==> src/rtl/collision_map_arbiter_if.sv <==
// Bundle between the game-object controllers, the collision-map arbiter and the ROM read port.
// Handshake: req[i] is a level that stays high with req_addr slice i stable until gnt[i] pulses;
// rsp_valid[i] is a one-cycle strobe carrying rsp_data; rom_data is valid RD_LAT cycles after rom_en.
interface collision_map_arbiter_if #(
   parameter int N_REQ  = 3,
   parameter int ADDR_W = 16,
   parameter int DATA_W = 4
);
   logic [N_REQ-1:0]        req;
   logic [N_REQ*ADDR_W-1:0] req_addr;
   logic [N_REQ-1:0]        gnt;
   logic [N_REQ-1:0]        rsp_valid;
   logic [DATA_W-1:0]       rsp_data;
   logic [ADDR_W-1:0]       rom_addr;
   logic                    rom_en;
   logic [DATA_W-1:0]       rom_data;

   modport master (
      output req, req_addr, rom_data,
      input  gnt, rsp_valid, rsp_data, rom_addr, rom_en
   );

   modport slave (
      input  req, req_addr, rom_data,
      output gnt, rsp_valid, rsp_data, rom_addr, rom_en
   );
endinterface

==> src/rtl/collision_map_arbiter.sv <==
// Round-robin arbiter sharing the collision-map ROM read port between game-object controllers.
// A tag pipeline tracks which requester owns each in-flight read so the pixel is routed back.
module collision_map_arbiter #(
   parameter int N_REQ  = 3,
   parameter int ADDR_W = 16,
   parameter int DATA_W = 4,
   parameter int RD_LAT = 2
) (
   input logic                    clk,
   input logic                    rst,
   collision_map_arbiter_if.slave bus
);
   localparam int IDW = $clog2(N_REQ);

   logic [N_REQ-1:0]  pending;
   logic [N_REQ-1:0]  elig;
   logic [N_REQ-1:0]  win_oh;
   logic [IDW-1:0]    rr_ptr;
   logic [IDW-1:0]    win;
   logic [IDW-1:0]    cand;
   logic [IDW-1:0]    next_ptr;
   logic              found;
   logic [ADDR_W-1:0] sel_addr;

   logic [N_REQ-1:0]  gnt_r;
   logic [IDW-1:0]    gnt_id;
   logic              rom_en_r;
   logic [ADDR_W-1:0] rom_addr_r;
   logic [N_REQ-1:0]  rsp_valid_r;
   logic [DATA_W-1:0] rsp_data_r;

   logic [RD_LAT-1:0] tag_v;
   logic [IDW-1:0]    tag_id [RD_LAT];

   assign elig = bus.req & ~pending;

   // First eligible index at or after rr_ptr, wrapping modulo N_REQ.
   always_comb begin
      found = 1'b0;
      win   = '0;
      cand  = '0;
      for (int k = 0; k < N_REQ; k++) begin
         cand = IDW'((int'(rr_ptr) + k) % N_REQ);
         if (!found && elig[cand]) begin
            found = 1'b1;
            win   = cand;
         end
      end
   end

   always_comb begin
      sel_addr = '0;
      win_oh   = '0;
      for (int k = 0; k < N_REQ; k++) begin
         if (win == IDW'(k)) begin
            sel_addr = bus.req_addr[k*ADDR_W +: ADDR_W];
            win_oh[k] = found;
         end
      end
   end

   assign next_ptr = (win == IDW'(N_REQ - 1)) ? '0 : win + IDW'(1);

   always_ff @(posedge clk) begin
      if (rst) begin
         gnt_r       <= '0;
         gnt_id      <= '0;
         rom_en_r    <= 1'b0;
         rom_addr_r  <= '0;
         rsp_valid_r <= '0;
         rsp_data_r  <= '0;
         rr_ptr      <= '0;
         pending     <= '0;
         tag_v       <= '0;
         for (int j = 0; j < RD_LAT; j++) tag_id[j] <= '0;
      end else begin
         gnt_r    <= win_oh;
         rom_en_r <= found;
         if (found) begin
            rom_addr_r <= sel_addr;
            rr_ptr     <= next_ptr;
            gnt_id     <= win;
         end

         // Stage RD_LAT-1 lines up with rom_data for the read issued RD_LAT cycles earlier.
         tag_v[0]  <= rom_en_r;
         tag_id[0] <= gnt_id;
         for (int j = 1; j < RD_LAT; j++) begin
            tag_v[j]  <= tag_v[j-1];
            tag_id[j] <= tag_id[j-1];
         end

         rsp_valid_r <= '0;
         if (tag_v[RD_LAT-1]) begin
            rsp_valid_r[tag_id[RD_LAT-1]] <= 1'b1;
            rsp_data_r                    <= bus.rom_data;
         end

         // Clearing on the registered strobe makes a requester eligible the cycle after rsp_valid.
         pending <= (pending & ~rsp_valid_r) | win_oh;
      end
   end

   assign bus.gnt       = gnt_r;
   assign bus.rom_en    = rom_en_r;
   assign bus.rom_addr  = rom_addr_r;
   assign bus.rsp_valid = rsp_valid_r;
   assign bus.rsp_data  = rsp_data_r;
endmodule

==> src/flat_wrapper.sv <==
// flat-port wrapper written by rule: the top's interface ports become plain ports
module collision_map_arbiter_flat 
#(
   parameter int N_REQ  = 3,
   parameter int ADDR_W = 16,
   parameter int DATA_W = 4,
   parameter int RD_LAT = 2
)
  (clk, rst, bus_req, bus_req_addr, bus_rom_data, bus_gnt, bus_rsp_valid, bus_rsp_data, bus_rom_addr, bus_rom_en);
  collision_map_arbiter_if #(.N_REQ(N_REQ), .ADDR_W(ADDR_W), .DATA_W(DATA_W)) bus_i ();
  input logic clk;
  input logic rst;
  input wire logic [$bits(bus_i.req)-1:0] bus_req;
  input wire logic [$bits(bus_i.req_addr)-1:0] bus_req_addr;
  input wire logic [$bits(bus_i.rom_data)-1:0] bus_rom_data;
  output wire logic [$bits(bus_i.gnt)-1:0] bus_gnt;
  output wire logic [$bits(bus_i.rsp_valid)-1:0] bus_rsp_valid;
  output wire logic [$bits(bus_i.rsp_data)-1:0] bus_rsp_data;
  output wire logic [$bits(bus_i.rom_addr)-1:0] bus_rom_addr;
  output wire logic [$bits(bus_i.rom_en)-1:0] bus_rom_en;
  assign bus_i.req = bus_req;
  assign bus_i.req_addr = bus_req_addr;
  assign bus_i.rom_data = bus_rom_data;
  assign bus_gnt = bus_i.gnt;
  assign bus_rsp_valid = bus_i.rsp_valid;
  assign bus_rsp_data = bus_i.rsp_data;
  assign bus_rom_addr = bus_i.rom_addr;
  assign bus_rom_en = bus_i.rom_en;
  collision_map_arbiter #(.N_REQ(N_REQ), .ADDR_W(ADDR_W), .DATA_W(DATA_W), .RD_LAT(RD_LAT)) u_core (.clk(clk), .rst(rst), .bus(bus_i));
endmodule
==> config.mk <==
export PLATFORM = sky130hd
export DESIGN_NAME = collision_map_arbiter_flat
export DESIGN_NICKNAME = d
export VERILOG_FILES = /design/src/rtl/collision_map_arbiter_if.sv /design/src/rtl/collision_map_arbiter.sv /design/src/flat_wrapper.sv
export SDC_FILE = /design/constraint.sdc
export NUM_CORES = 1
export LEC_CHECK = 0
export BUFFER_PORTS_ARGS = -buffer_cell sky130_fd_sc_hd__buf_4
export CORE_MARGIN = 1
export CORE_UTILIZATION = 51
export DETAILED_ROUTE_END_ITERATION = 10
export HOLD_SLACK_MARGIN = 0.03
export PLACE_DENSITY = 0.84
export SLEW_MARGIN = 0
export SYNTH_ARGS = -nofsm -noshare
export SYNTH_HDL_FRONTEND = slang
export SYNTH_SLANG_ARGS = --single-unit
==> constraint.sdc <==
create_clock -name clk -period 5.1 [get_ports clk]
set_clock_uncertainty 0.05 [all_clocks]
set_input_delay 0.765 -clock clk [delete_from_list [all_inputs] [get_ports clk]]
set_output_delay 0.765 -clock clk [all_outputs]
set_load 0.05 [all_outputs]
==> results of run 1 <==
## where the power goes
part           internal [mW]  total [mW]  switching (mW)  leakage, nW
sequential             0.404       0.458          0.0539        0.329
clock                  0.145       0.255           0.111       0.0541
combinational          0.373       0.961           0.588        0.895
## flip-flops by register name (all words and copies together), names as in the netlist
register / count
u_core.bus.rom_addr: 16
u_core.bus.rsp_data: 4
u_core.bus.gnt: 3
u_core.bus.rsp_valid: 3
u_core.bus.rom_en: 1
u_core.gnt_id: 2
u_core.tag_v: 2
u_core.rr_ptr: 2
u_core.pending: 3
u_core.tag_id: 4
## worst paths after layout
check	startpoint	end	cells after the start
max	u_core.rr_ptr[0]	u_core.bus.rom_addr[10]	8
min	u_core.tag_v[0]	u_core.tag_v[1]	1
min reg2reg	u_core.tag_v[0]	u_core.tag_v[1]	1
max reg2reg	u_core.rr_ptr[0]	u_core.bus.rom_addr[10]	8
## area by class of cell
cell class | instances | share of cell area, %
Clock buffer | 5 | 2.51
Clock inverter | 3 | 1.55
Inverter | 19 | 2.60
Multi-Input combinational cell | 138 | 38.9
Sequential cell | 40 | 29.2
Tap cell | 48 | 2.19
Timing Repair Buffer | 84 | 23.0
## metal layers
layer | vias to the layer above | global-route usage [%]
met5 | - | 0
met4 | 0 | 8.61
met3 | 9 | 5.99
met2 | 65 | 39.5
met1 | 849 | 33.1
li1 | 919 | -
## critical path, cell delays in order, from the launching register on
cell and delay (ns):
dfxtp_1 0.33, inv_1 0.07, ha_1 0.39, inv_1 0.15, or4_1 0.56, a21oi_2 0.74
nor2b_4 0.27, a21o_1 0.23, a22o_1 0.18
## cell usage in the layout, fill, tap and decap left out, drive strengths merged, types with 2 or more instances in the layout
cell	instances
clkbuf	5
a21o	5
nor4bb	4
nand2b	8
mux2i	5
nor2b	9
buf	84
o221ai	13
nand2	12
or4	2
or2	3
o21a	13
nor4b	2
inv	19
o221a	5
a22o	16
or3b	2
nor2	12
a21oi	13
dfxtp	40
a211oi	2
ha	3
## per-stage QoR
stage / instance area (um^2) / util, % / worst slack (ns) / power, mW / hold WS, ns
finish: 2740 / 73.2 / 2.01 / 1.67 / 0.391
global route: 2740 / 73.2 / 1.83 / 1.77 / 0.405
CTS: 2740 / 73.2 / 2.02 / 1.68 / 0.390
detailed placement: 2630 / 70.2 / 2.04 / 1.42 / 0.379
global placement: 2630 / 70.2 / 2.05 / 1.40 / 0.366
floorplan: 2020 / - / 2.47 / 1.20 / 0.358
## logic make-up (layout without fill, tap and decap cells)
| family | after synthesis | count (layout) | share of synthesized area (%) |
|---|---|---|---|
| fa+ha+maj | 3 | 3 | 1.86 |
| mux | 5 | 5 | 2.48 |
| flops | 40 | 40 | 39.6 |
| buf+inv | 32 | 111 | 7.86 |
| compound gates | 71 | 71 | 30.0 |
| simple gates | 59 | 59 | 18.2 |
==> impl_metrics.env, run 1 <==
export IMPL_reg2reg_slack_ns=2.01
export IMPL_routedWlPerCell_um=14.7
export IMPL_drc_errors=0
export IMPL_seq_area_um2=801
export IMPL_yosys_top_cells_count="dfxtp_1 (40), inv_1 (18), a22o_1 (16), o21a_1 (13), nand2_1 (12)"
export IMPL_avgSynthCellArea_um2=9.63
export IMPL_antenna_found_initial=0
export IMPL_dr_pass1_iters=6
export IMPL_crit_fanout=18
export IMPL_highest_layer="met4"
export IMPL_worst_setup_path_start_kind="flop"
export IMPL_yosys_warnings=0
export IMPL_synthArstFlopShare_pct=0
export IMPL_cts_buffers=5
export IMPL_setup_violations=0
export IMPL_ys_seq_area_share_pct=39.6
export IMPL_start_util_pct=54.0
export IMPL_area_delta_synth_final_pct=35.5
export IMPL_synth_seq_cells=40
export IMPL_drt_first_iter_violations=158
export IMPL_wirelength_met1_um=2230
export IMPL_yosys_top_cells_area="dfxtp_1 (40%), a22o_1 (6.9%), o221ai_2 (5.2%)"
export IMPL_tns_ns=0
export IMPL_cts_tree="yes"
export IMPL_instances_no_fill=337
export IMPL_hold_viol=0
export IMPL_wl_um=4960
export IMPL_grt_max_degree=23
export IMPL_worst_pin_slew_ns=1.05
export IMPL_rows=22
export IMPL_cts_resized_gates=0
export IMPL_fmax_mhz=323
export IMPL_syn_cell_area_um2=2020
export IMPL_port_buffer_count=83
export IMPL_first_global_vias=1721
export IMPL_finalCritPeriodShare_pct=60.7
export IMPL_rsz0062_at_grt="no"
export IMPL_status="completed"
export IMPL_yosys_area_top_type="dfxtp_1"
export IMPL_synthFlopType="dfxtp_1"
export IMPL_dp_hpwl_um=3540
export IMPL_postCtsSetupBuffers=0
export IMPL_grt_overflow_total=0
export IMPL_drv_slew=0
export IMPL_dr_wl_met3_um=286
export IMPL_synthDominantCellAreaShare_pct=39.6
export IMPL_vdd_drop_max_mv=0.290
export IMPL_power_density_nw_per_um2=611
export IMPL_cts_sink_count=40
export IMPL_vias_per_cell=5.47
export IMPL_io_pins=84
export IMPL_placed_cells=329
export IMPL_fillCellCount=295
export IMPL_die_area_um2=4220
export IMPL_cts_hold_fix_buffers=0
export IMPL_core_area_um2=3740
export IMPL_multi_input_area_um2=1070
export IMPL_crit_type="reg -> reg"
export IMPL_slew_headroom_pct=30.1
export IMPL_drtAntennaViolNets=0
export IMPL_syn_instance_count=210
export IMPL_syn_num_nets=270
export IMPL_fp_dieH_um=65.0
export IMPL_grt_pass1_wl_um=8020
export IMPL_max_cap_viol_count=0
export IMPL_vias=1842
export IMPL_crit_path_end_kind="flop"
export IMPL_p_leak_nw=1.28
export IMPL_timing_hold_worst_class="reg -> reg"
export IMPL_antennaDiodeCount=0
export IMPL_clk_pin_slew_worst_paths_ns=0.08
export IMPL_yosysMostFrequentCell="dfxtp_1"
export IMPL_synth_edff_count=0
export IMPL_worst_endpoint_arrival_ns=3.24
export IMPL_die_x_um=65.0
export IMPL_period_needed_ns=3.09
export IMPL_clock_latency_ns=0.30
export IMPL_clockRootBuffer="clkbuf_8"
export IMPL_h_tree_depth=2
export IMPL_place_congestion=0.877
export IMPL_layout_drive_gt1_share_pct=40.8
export IMPL_yosysUniqueCellTypes=42
export IMPL_worst_endpoint_required_ns=5.24
export IMPL_cts_max_path_buffers=2
export IMPL_nNetsFinal=348
export IMPL_wl_met2_um=2370
export IMPL_groute_usage_overall_pct=25.0
No activity file was read; power rests on OpenSTA's default activity.
==> run 2: changes to the inputs <==
Settings changed: CORE_UTILIZATION 51 to 43, PLACE_DENSITY 0.84 to 0.76.
Clock period 5.1 ns to 2.65 ns, I/O delays scaled along.
==> run 2 against run 1 <==
The flow now finishes with violations (DRC). Hold slack got worse by 0.087 ns. Sequential cell count did not move. Sequential power rose by 91%. Critical path depth did not move. Total power rose by 110%. Maximum frequency rose by 23%. Clock power rose by 110%. Largest cell class unchanged.
==> impl_metrics.env, run 2 (synthesis gave the netlist of run 1 again) <==
export IMPL_h_tree_depth=2
export IMPL_period_needed_ns=2.52
export IMPL_dp_slack_ns=0.0589
export IMPL_final_common_cell="buf_4"
export IMPL_crit_path_end_kind="flop"
export IMPL_cpPeakStageDelay_ns=0.55
export IMPL_cp_slowest_cell="or4_4"
export IMPL_p_leak_nw=1.36
export IMPL_worst_pin_slew_ns=0.543
export IMPL_hold_viol=0
export IMPL_cts_max_path_buffers=2
export IMPL_p_sw_share_pct=43.3
export IMPL_place_congestion=0.865
export IMPL_dp_hpwl_um=3810
export IMPL_fmax_mhz=396
export IMPL_worst_path_buf_inv=1
export IMPL_clock_latency_ns=0.28
export IMPL_area_delta_synth_final_pct=42.9
export IMPL_cts_buffers=5
export IMPL_post_route_util_pct=65.0
export IMPL_crit_type="reg -> reg"
export IMPL_drt_first_iter_violations=153
export IMPL_die_area_um2=4980
export IMPL_largest_reg_flops=16
export IMPL_p_clk_share_pct=15.6
export IMPL_setup_violations=0
export IMPL_final_setup_worst_slack_ns=0.126
export IMPL_worst_endpoint_arrival_ns=2.66
export IMPL_clk_pin_slew_worst_paths_ns=0.08
export IMPL_cp_top_family="simple AND/OR/NAND/NOR gates"
export IMPL_timing_hold_worst_class="in -> reg"
export IMPL_cts_hold_fix_buffers=0
export IMPL_nNetsFinal=362
export IMPL_grt_max_degree=23
export IMPL_antenna_found_initial=0
export IMPL_power_frac_comb_pct=59.0
export IMPL_start_util_pct=45.5
export IMPL_first_global_vias=1787
export IMPL_antennaDiodeCount=0
export IMPL_rows=24
export IMPL_rsz0062_at_grt="no"
export IMPL_vias=1927
export IMPL_groute_usage_overall_pct=21.2
export IMPL_core_area_um2=4440
export IMPL_io_pins=84
export IMPL_layout_drive_gt1_share_pct=43.6
export IMPL_grt_pass1_wl_um=8360
export IMPL_fp_dieH_um=70.6
export IMPL_slew_headroom_pct=63.6
export IMPL_worst_endpoint_required_ns=2.79
export IMPL_port_buffer_count=83
export IMPL_violations="DRC"
export IMPL_drtAntennaViolNets=0
export IMPL_clockRootBuffer="clkbuf_8"
export IMPL_cts_sink_count=40
export IMPL_path_cells="inv_1 -> ha_1 -> nor4bb_1 -> or4_4 -> or3b_4 -> nor2b_4 -> a21o_1 -> a22o_1"
export IMPL_die_x_um=70.6
export IMPL_vdd_drop_max_mv=0.669
export IMPL_seq_power_share_pct=25.4
export IMPL_wl_um=5290
export IMPL_status="complete, but fails checks"
export IMPL_routedWlPerCell_um=14.9
export IMPL_dr_pass1_iters=7
export IMPL_drv_slew=0
export IMPL_p_switching_mw=1.50
export IMPL_holdWs_ns=0.304
export IMPL_power_density_nw_per_um2=1190
export IMPL_worst_setup_path_start_kind="flop"
export IMPL_grt_overflow_total=0
export IMPL_mostFrequentLayoutCells="buf_4 (95), dfxtp_1 (40), inv_1 (18)"
export IMPL_max_cap_viol_count=0
export IMPL_finalCritPeriodShare_pct=95.2
export IMPL_cts_tree="yes"
export IMPL_internal_power_mw=1.96
export IMPL_drc_errors=12
export IMPL_crit_fanout=9
export IMPL_vias_per_cell=5.43
export IMPL_tns_ns=0
## run 2: worst min-delay path: stages
cell,delay (ns)
buf_4,0.08
mux2i_1,0.05
nor2_1,0.07
## run 2: area by class of cell
type,count,area (um^2)
inverters,19,71.3
clock inverters,1,30.0
fillers,369,1550
clock buffers,7,96.3
flip-flops and latches,40,801
multi-input cells,139,1080
repair buffers,97,744
well taps,52,65.1
## run 2: what timing repair did
item,in CTS,in global routing
gates resized for setup,0,2
endpoints found under the hold margin,0,0
setup endpoints to repair,0,13
buffers inserted,0,1
## run 2: layer usage
layer / wire (um) / global-route usage, % / vias to the layer above
li1: - / - / 949
met1: 2420 / 27.2 / 924
met2: 2600 / 36.9 / 50
met3: 226 / 3.85 / 4
met4: 37 / 6.00 / 0
met5: 0 / 0 / -
## run 2: path summary, 6_finish.rpt
path	slack, ns	depth (start not counted)	start	endpoint
setup / recovery	0.13	8	u_core.rr_ptr[0]	u_core.bus.rom_addr[9]
hold / removal	0.30	3	bus_rom_data[2]	u_core.bus.rsp_data[2]
setup reg to reg	0.13	8	u_core.rr_ptr[0]	u_core.bus.rom_addr[9]
hold reg to reg	0.39	1	u_core.tag_id[0][0]	u_core.tag_id[0][2]
## run 2: power by group through the flow
stage	Combinational [mW]	Sequential (mW)	Clock, mW
finish	2.04	0.876	0.539
global route	2.18	0.899	0.574
CTS	2.01	0.876	0.547
detailed placement	2.01	0.886	0
global placement	1.98	0.884	0
floorplan	1.07	1.25	0
## run 2: metrics by stage
stage / cells / instance area (um^2) / total power, mW
floorplan: 210 / 2020 / 2.32
global placement: 345 / 2740 / 2.86
detailed placement: 345 / 2740 / 2.89
CTS: 353 / 2860 / 3.43
global route: 355 / 2890 / 3.65
finish: 355 / 2890 / 3.45
==> run 3: changes to the inputs <==
Settings changed: CORE_UTILIZATION 43 to 45, CTS_BUF_LIST set to sky130_fd_sc_hd__clkbuf_4, PLACE_DENSITY 0.76 to unset, PLACE_DENSITY_LB_ADDON set to 0.15.
==> run 3 against run 2 <==
Clock-buffer cell count decreased by 1. Global-route usage decreased by 0.081 points. Largest cell class unchanged. Largest power group unchanged. Routed wire length decreased by 4.8%. Total power decreased by 4.6%. Worst setup slack got worse by 0.012 ns. Die area decreased by 4.3%. Sequential share of layout area increased by 0.63 points. Via count decreased by 1.7%. The run now ends clean.
==> impl_metrics.env, run 3 (synthesis gave the netlist of run 1 again) <==
export IMPL_status="completed"
export IMPL_grt_max_degree=23
export IMPL_antennaDiodeCount=0
export IMPL_worst_pin_slew_ns=0.869
export IMPL_timing_hold_worst_class="in -> reg"
export IMPL_final_common_cell="buf_4"
export IMPL_grt_pass1_wl_um=8070
export IMPL_power_density_nw_per_um2=1160
export IMPL_max_cap_viol_count=0
export IMPL_groute_usage_overall_pct=21.2
export IMPL_rows=24
export IMPL_drc_errors=0
export IMPL_cts_tree="yes"
export IMPL_finalCritPeriodShare_pct=95.7
export IMPL_drv_slew=0
export IMPL_wl_um=5030
export IMPL_vias=1894
export IMPL_grt_met3_usage_pct=5.26
export IMPL_dp_slack_ns=0.0959
export IMPL_setup_violations=0
export IMPL_crit_type="reg -> reg"
export IMPL_drt_first_iter_violations=83
export IMPL_worst_endpoint_arrival_ns=2.79
export IMPL_p_switching_mw=1.46
export IMPL_crit_fanout=9
export IMPL_h_tree_depth=2
export IMPL_grt_use_met2_pct=32.8
export IMPL_p_leak_nw=1.34
export IMPL_internal_power_mw=1.83
export IMPL_dr_pass1_iters=4
export IMPL_p_sw_share_pct=44.4
export IMPL_clk_pin_slew_worst_paths_ns=0.11
export IMPL_layout_drive_gt1_share_pct=43.7
export IMPL_busiest_layer="met2"
export IMPL_cts_max_path_buffers=2
export IMPL_clock_latency_ns=0.36
export IMPL_port_buffer_count=83
export IMPL_slew_headroom_pct=42.1
export IMPL_met1_usage_pct=28.0
export IMPL_nNetsFinal=361
export IMPL_fmax_mhz=394
export IMPL_io_pins=84
export IMPL_largest_reg_flops=16
export IMPL_grt_overflow_total=0
export IMPL_holdWs_ns=0.223
export IMPL_rsz0062_at_grt="no"
export IMPL_start_util_pct=46.8
export IMPL_routedWlPerCell_um=14.2
export IMPL_hold_viol=0
export IMPL_dp_hpwl_um=3730
export IMPL_place_area_um2=2740
export IMPL_final_area_um2=2830
export IMPL_area_delta_synth_final_pct=40.0
export IMPL_antenna_found_initial=0
export IMPL_die_x_um=69.0
export IMPL_post_route_util_pct=65.5
export IMPL_place_congestion=0.838
export IMPL_first_global_vias=1752
export IMPL_crit_path_end_kind="flop"
export IMPL_p_clk_share_pct=12.5
export IMPL_seq_power_share_pct=26.7
export IMPL_power_frac_comb_pct=60.8
export IMPL_vdd_drop_max_mv=0.594
export IMPL_vias_per_cell=5.35
export IMPL_clockRootBuffer="clkbuf_4"
export IMPL_worst_endpoint_required_ns=2.91
export IMPL_mostFrequentLayoutCells="buf_4 (94), dfxtp_1 (39), inv_1 (18)"
export IMPL_fp_dieH_um=69.0
export IMPL_cts_buffers=5
export IMPL_period_needed_ns=2.54
export IMPL_final_setup_worst_slack_ns=0.114
export IMPL_core_area_um2=4320
export IMPL_die_area_um2=4770
export IMPL_worst_setup_path_start_kind="flop"
export IMPL_drtAntennaViolNets=0
export IMPL_cts_sink_count=40
export IMPL_tns_ns=0
==> run 3: power groups by stage <==
stage	registers [mW]	logic, mW	clock network (mW)
floorplan	1.25	1.07	0
global placement	0.889	1.98	0
detailed placement	0.889	2.00	0
CTS	0.878	2.00	0.422
global route	0.904	2.15	0.447
finish	0.880	2.00	0.411
==> run 3: repair_timing <==
item / CTS / global route
endpoints found under the setup margin: 0 / 7
hold buffers: 0 / 0
buffers inserted: 0 / 0
gates resized for setup: 0 / 2
==> run 3: final timing paths <==
kind | depth (start not counted) | startpoint | end | slack (ns)
setup / recovery | 8 | u_core.rr_ptr[0] | u_core.bus.rom_addr[0] | 0.11
hold / removal | 3 | bus_rom_data[0] | u_core.bus.rsp_data[0] | 0.22
setup reg to reg | 8 | u_core.rr_ptr[0] | u_core.bus.rom_addr[0] | 0.11
hold reg to reg | 1 | u_core.tag_id[0][0] | u_core.tag_id[0][2] | 0.40
==> run 3: area by class of cell <==
| type | instances | area, um^2 |
|---|---|---|
| Fill cell | 380 | 1490 |
| Clock inverter | 2 | 35.0 |
| Multi-Input combinational cell | 139 | 1070 |
| Clock buffer | 6 | 45.0 |
| Tap cell | 52 | 65.1 |
| Timing Repair Buffer | 96 | 737 |
| Inverter | 19 | 71.3 |
| Sequential cell | 40 | 802 |
==> run 3: worst max-delay path, stage by stage (launching register included) <==
cell and delay (ns):
dfxtp_2 0.34, inv_1 0.06, ha_1 0.30, nor4bb_1 0.14
or4_4 0.55, or3b_4 0.43, nor2b_2 0.25, o221ai_1 0.22
a22o_1 0.14
==> run 3: stage by stage <==
stage / power, mW / std cells
global placement: 2.87 / 345
CTS: 3.30 / 353
detailed placement: 2.89 / 345
global route: 3.50 / 354
finish: 3.29 / 354
floorplan: 2.32 / 210
==> run 3: layer usage <==
layer	wire length [um]	up-vias
li1	-	954
met2	2380	55
met5	0	-
met3	256	7
met1	2320	878
met4	75	0
